--- config.mk ---
export PLATFORM = sky130hd
export DESIGN_NAME = rank_table
export DESIGN_NICKNAME = d
export VERILOG_FILES = /design/src/rtl/rank_pkg.sv /design/src/rtl/pun_edge.sv /design/src/rtl/rank_table.sv
export SDC_FILE = /design/constraint.sdc
export NUM_CORES = 1
export LEC_CHECK = 0
export CAP_MARGIN = 0
export CORE_MARGIN = 1
export CORE_UTILIZATION = 40
export DETAILED_ROUTE_END_ITERATION = 8
export GPL_TIMING_DRIVEN = 0
export SYNTH_ARGS = -nofsm -noshare
export SYNTH_HDL_FRONTEND = slang
export SYNTH_SLANG_ARGS = --single-unit
--- constraint.sdc ---
create_clock -name clk -period 5.56 [get_ports clk]
set_input_delay 0.556 -clock clk [delete_from_list [all_inputs] [get_ports clk]]
set_output_delay 0.556 -clock clk [all_outputs]
set_load 0.01 [all_outputs]
--- src/rtl/rank_pkg.sv ---
// rtl/rank_pkg.sv - shared event code, FSM state type and empty-score fill for the rank table
package rank_pkg;

  localparam logic [3:0] PUN_CODE = 4'b1000;

  // Truncated to PUN_BITS at the point of use, so any score width reads all-ones when empty.
  localparam logic [31:0] EMPTY_SCORE = 32'hFFFF_FFFF;

  typedef enum logic [1:0] {
    IDLE  = 2'd0,
    CHECK = 2'd1,
    SHIFT = 2'd2,
    DONE  = 2'd3
  } rank_state_e;

endpackage

--- src/rtl/pun_edge.sv ---
// rtl/pun_edge.sv - score-event match with rising-edge detect; one req per held code
module pun_edge
  import rank_pkg::*;
#(
  parameter int MENS_BITS = 4
) (
  input  logic                 clk,
  input  logic                 rst,
  input  logic [MENS_BITS-1:0] data,
  output logic                 req
);

  logic match;
  logic match_q;

  assign match = (data == MENS_BITS'(PUN_CODE));

  always_ff @(posedge clk) begin
    if (rst) begin
      match_q <= 1'b0;
    end else begin
      match_q <= match;
    end
  end

  // An edge coinciding with reset is suppressed rather than left to the consumer.
  assign req = match & ~match_q & ~rst;

endmodule

--- src/rtl/rank_table.sv ---
// rtl/rank_table.sv - sorted table of the DEPTH lowest scores, filled by insertion shift
module rank_table
  import rank_pkg::*;
#(
  parameter int MENS_BITS = 4,
  parameter int PUN_BITS  = 7,
  parameter int DEPTH     = 4
) (
  input  logic                       clk,
  input  logic                       rst,
  input  logic [MENS_BITS-1:0]       data,
  input  logic [PUN_BITS-1:0]        pun,
  input  logic                       clear,
  input  logic [$clog2(DEPTH)-1:0]   rd_idx,
  output logic [PUN_BITS-1:0]        rd_pun,
  output logic [PUN_BITS-1:0]        mpun,
  output logic [PUN_BITS-1:0]        apun,
  output logic [$clog2(DEPTH+1)-1:0] count,
  output logic                       busy,
  output logic                       new_best
);

  localparam int IW = $clog2(DEPTH);
  localparam int CW = $clog2(DEPTH + 1);
  localparam logic [CW-1:0]       DEPTH_C  = CW'(DEPTH);
  localparam logic [IW-1:0]       LAST_IDX = IW'(DEPTH - 1);
  localparam logic [PUN_BITS-1:0] EMPTY    = PUN_BITS'(EMPTY_SCORE);

  rank_state_e         state;
  logic [PUN_BITS-1:0] slot [DEPTH];
  logic [DEPTH-1:0]    valid;
  logic [PUN_BITS-1:0] new_s;
  logic [PUN_BITS-1:0] apun_r;
  logic [IW-1:0]       ptr;
  logic [CW-1:0]       count_r;
  logic                new_best_r;
  logic                wipe;
  logic                req;

  assign wipe = rst | clear;

  pun_edge #(
    .MENS_BITS(MENS_BITS)
  ) u_pun_edge (
    .clk  (clk),
    .rst  (wipe),
    .data (data),
    .req  (req)
  );

  always_ff @(posedge clk) begin
    if (wipe) begin
      state      <= IDLE;
      for (int k = 0; k < DEPTH; k++) begin
        slot[k] <= EMPTY;
      end
      valid      <= '0;
      new_s      <= '0;
      apun_r     <= '0;
      ptr        <= '0;
      count_r    <= '0;
      new_best_r <= 1'b0;
    end else begin
      new_best_r <= 1'b0;
      case (state)
        IDLE: begin
          if (req) begin
            new_s  <= pun;
            apun_r <= pun;
            state  <= CHECK;
          end
        end
        CHECK: begin
          if (count_r == DEPTH_C && new_s >= slot[DEPTH-1]) begin
            state <= DONE;
          end else begin
            // When full the insertion starts at the last slot and pushes its occupant out.
            ptr   <= (count_r == DEPTH_C) ? LAST_IDX : count_r[IW-1:0];
            state <= SHIFT;
          end
        end
        SHIFT: begin
          // Strict compare keeps equal older scores ahead of the newcomer.
          if (ptr != '0 && slot[ptr - IW'(1)] > new_s) begin
            slot[ptr]  <= slot[ptr - IW'(1)];
            valid[ptr] <= valid[ptr - IW'(1)];
            ptr        <= ptr - IW'(1);
          end else begin
            slot[ptr]  <= new_s;
            valid[ptr] <= 1'b1;
            if (count_r != DEPTH_C) begin
              count_r <= count_r + CW'(1);
            end
            new_best_r <= (ptr == '0);
            state      <= DONE;
          end
        end
        DONE: begin
          state <= IDLE;
        end
        default: begin
          state <= IDLE;
        end
      endcase
    end
  end

  always_comb begin
    rd_pun = EMPTY;
    for (int k = 0; k < DEPTH; k++) begin
      if (rd_idx == IW'(k) && valid[k]) begin
        rd_pun = slot[k];
      end
    end
  end

  assign mpun     = valid[0] ? slot[0] : EMPTY;
  assign apun     = apun_r;
  assign count    = count_r;
  assign busy     = (state != IDLE);
  assign new_best = new_best_r;

endmodule

==> out/results.tsv <==
metric	value	unit
Die Span Y	86.2	um
Design Area, Final	0.00347	mm^2
multi-input gate area in the final layout	0.00147	mm^2
antenna cells	0	
CTS clk-pin slew, worst paths	0.09	ns
Main synth FF type	edfxtp_1	
Register Area	0.00124	mm^2
FILL cells	669	
clock net sink count	48	
CTS Buffer Depth	2	
ordered list of cells on the worst path	buf_2, buf_2, inv_1, ha_1, buf_2, mux4_2, ha_1, and4_4, a21boi_1, o31ai_4, nand2_4, mux2i_2, nand2_1	
Root Driver	clkbuf_8	
reg2reg end	slot[1][6]$_SDFFCE_PN1P_	
power share of the clock group	0.391	
DR WL/cell	15.9	um
Initial DRC Count	108	
GRT Resource Usage Total	0.197	
initial antenna violation count	0	
asr flop ratio synth	0	
largest net degree at the start of global routing	16	
clock latency at the later pin of the worst-skew pair	0.31	ns
Residual DRC	0	
Switch Pwr	137	uW
Final #Nets	360	
cts bufs inserted	5	
RePlAce Congestion	0.881	
Crit Path Category	register to register	
Pwr Total	656	uW
Critical Path End Type	register	
most frequent CP cell	buf_2	
fin crit period	4.15	ns
DR pass1 iterations	4	
PortBufs	40	
Mapped Area	0.00283	mm^2
clock skew	0.00779	ns
internal cell power	519	uW
synthesized area per cell	10.3	um^2
run status	completed	
first-pass GRT wire length	11100	um
synth warn	0	
area grow syn2layout	22.3	%
sequential fraction of the synthesis area	0.438	
slowest CP cell	mux4_2	
Synthesized Nets	313	
post-CTS setup buffer count	0	
TritonCTS clock tree	built	
most frequent cell after synthesis	nand2_1	
number of global-route vias before repair	2261	
final hold vios	0	
Post-Route WL	6640	um
Critical Path Start Type	register	
worst slew pin tran	1.15	ns
CP Capture Point	slot[1][6]$_SDFFCE_PN1P_	
CP required	5.58	ns
RSZ-0062 raised after global routing	no	
fraction of layout cells with a size suffix above 1	0.0994	
Post-synth EDFFs	28	
post-synth top area share	0.297	
Reg power frac	0.571	
main area contributors after synthesis	edfxtp_1 30%, dfxtp_1 14%, ha_1 10%, mux4_2 6.4%, nand2_1 5.0%	
Seq cells post-synth	48	
Ports	42	
placed inst area	0.00335	mm^2
post_cts resized	0	
Highest Clock Rate	241	MHz
maximum VDD drop	122	uV
Post-synth top cells	38 x nand2_1, 28 x edfxtp_1, 24 x inv_1	
WP depth	13	
setup_tns	0	ns
die width	86.2	um
Static Leak	0.00123	uW
CP bufs+invs	4	
Max Slew Vio Count	0	
row count	30	
Max Cap Viol	0	
Via Count	2193	
Setup violations, final	0	
cells on worst reg2reg path	13	
Comb pwr share	0.038	
Detail Route Antenna Nets	0	
power density over the cells	189	mW/mm^2
Distinct cells, synth	40	
GRT overflow	0	
CP Max Fanout	10	
largest area contributor in the synthesized netlist	edfxtp_1	
Max-slew headroom	0.226	
synthesized instance count	274	
WP data arrival	4.17	ns
worst min path class	register to register	
vias per cell	5.25	
full die area	0.00743	mm^2
Initial Util	0.415	
hold bufs inserted after CTS	0	
Critical Path Source	ptr[0]$_SDFFE_PP0P_	
core area	0.00683	mm^2
flop2flop setup slack	1.41	ns
CP delay by family, top	multiplexers	
CP peak stage delay	0.57	ns
post-detail-place hpwl	5200	um
CTS H-tree lvls	2	
Reg-to-Reg Start	ptr[0]$_SDFFE_PP0P_	
Switching Fraction	0.209	
period utilization	0.746	
## power by group through the flow
stage / Combinational, uW / Clock, uW / Sequential (uW)
6_report: 24.9 / 256 / 375
5_1_grt: 27.5 / 276 / 375
4_1_cts: 25.4 / 261 / 375
3_5_place_dp: 25.2 / 0 / 383
3_3_place_gp: 25.2 / 0 / 383
2_1_floorplan: 10.3 / 0 / 383
## layer usage
layer | track usage | vias up | wire, um
li1 | - | 1091 | -
met1 | 0.266 | 1041 | 3160
met2 | 0.324 | 52 | 3100
met3 | 0.0381 | 9 | 280
met4 | 0.0530 | 0 | 98
met5 | 0 | - | 0
## cell families after synthesis
kind of cell | after synthesis | synth area share
simple gates | 95 | 0.165
xor+xnor | 2 | 0.00618
compound gates | 48 | 0.111
fa+ha+maj | 23 | 0.102
flops | 48 | 0.438
mux | 25 | 0.133
buf+inv | 33 | 0.0450
## state kept, by name (all words and copies together), names as in the netlist
signal,flops
apun,7
count,3
new_best,1
ptr,2
slot,28
state,2
u_pun_edge.match_q,1
valid,4
## worst min-delay path, delay by kind of cell, from the launching register on
kind / cells / cell delay (ns)
AOI/OAI and AO/OA: 2 / 0.18
DFF: 1 / 0.35
## cell usage in the layout (no fill, tap or decap), drive strengths merged, types with 9 or more instances in the layout
| cell | instances |
|---|---|
| a21oi | 16 |
| clkbuf | 10 |
| dfxtp | 20 |
| edfxtp | 28 |
| nand2b | 10 |
| inv | 24 |
| mux2i | 17 |
| nor2 | 19 |
| nand2 | 39 |
| clkdlybuf4s50 | 40 |
| o21ai | 9 |
| ha | 23 |
## per-stage QoR
step / hold WS (ns) / setup slack, ns / std cells / utilization
after detailed placement: 0.552 / 1.45 / 410 / 0.491
final: 0.567 / 1.41 / 418 / 0.507
after CTS: 0.567 / 1.41 / 418 / 0.507
after floorplan: 0.496 / 2.01 / 274 / -
after global routing: 0.597 / 1.13 / 418 / 0.507
after global placement: 0.541 / 1.43 / 410 / 0.491
## area by class of cell
class,instances,area share
inverters,25,0.0271
multi-input cells,193,0.423
well taps,96,0.0347
flip-flops and latches,48,0.358
repair buffers,40,0.116
clock buffers,5,0.0199
clock inverters,3,0.0123
plain buffers,8,0.00975
## worst min-delay path by stage
stage	end	start	depth (start not counted)	slack, ns
after floorplan	ptr[1]$_SDFFE_PP0P_	ptr[1]$_SDFFE_PP0P_	2	0.50
after detailed placement	ptr[1]$_SDFFE_PP0P_	ptr[1]$_SDFFE_PP0P_	2	0.55
after global routing	state[0]$_SDFFE_PP0P_	state[0]$_SDFFE_PP0P_	1	0.60
after global placement	valid[3]$_SDFFE_PP0P_	valid[3]$_SDFFE_PP0P_	2	0.54
final	valid[3]$_SDFFE_PP0P_	valid[3]$_SDFFE_PP0P_	2	0.57
after CTS	valid[3]$_SDFFE_PP0P_	valid[3]$_SDFFE_PP0P_	2	0.57
Power figures use the tool's default switching activity.
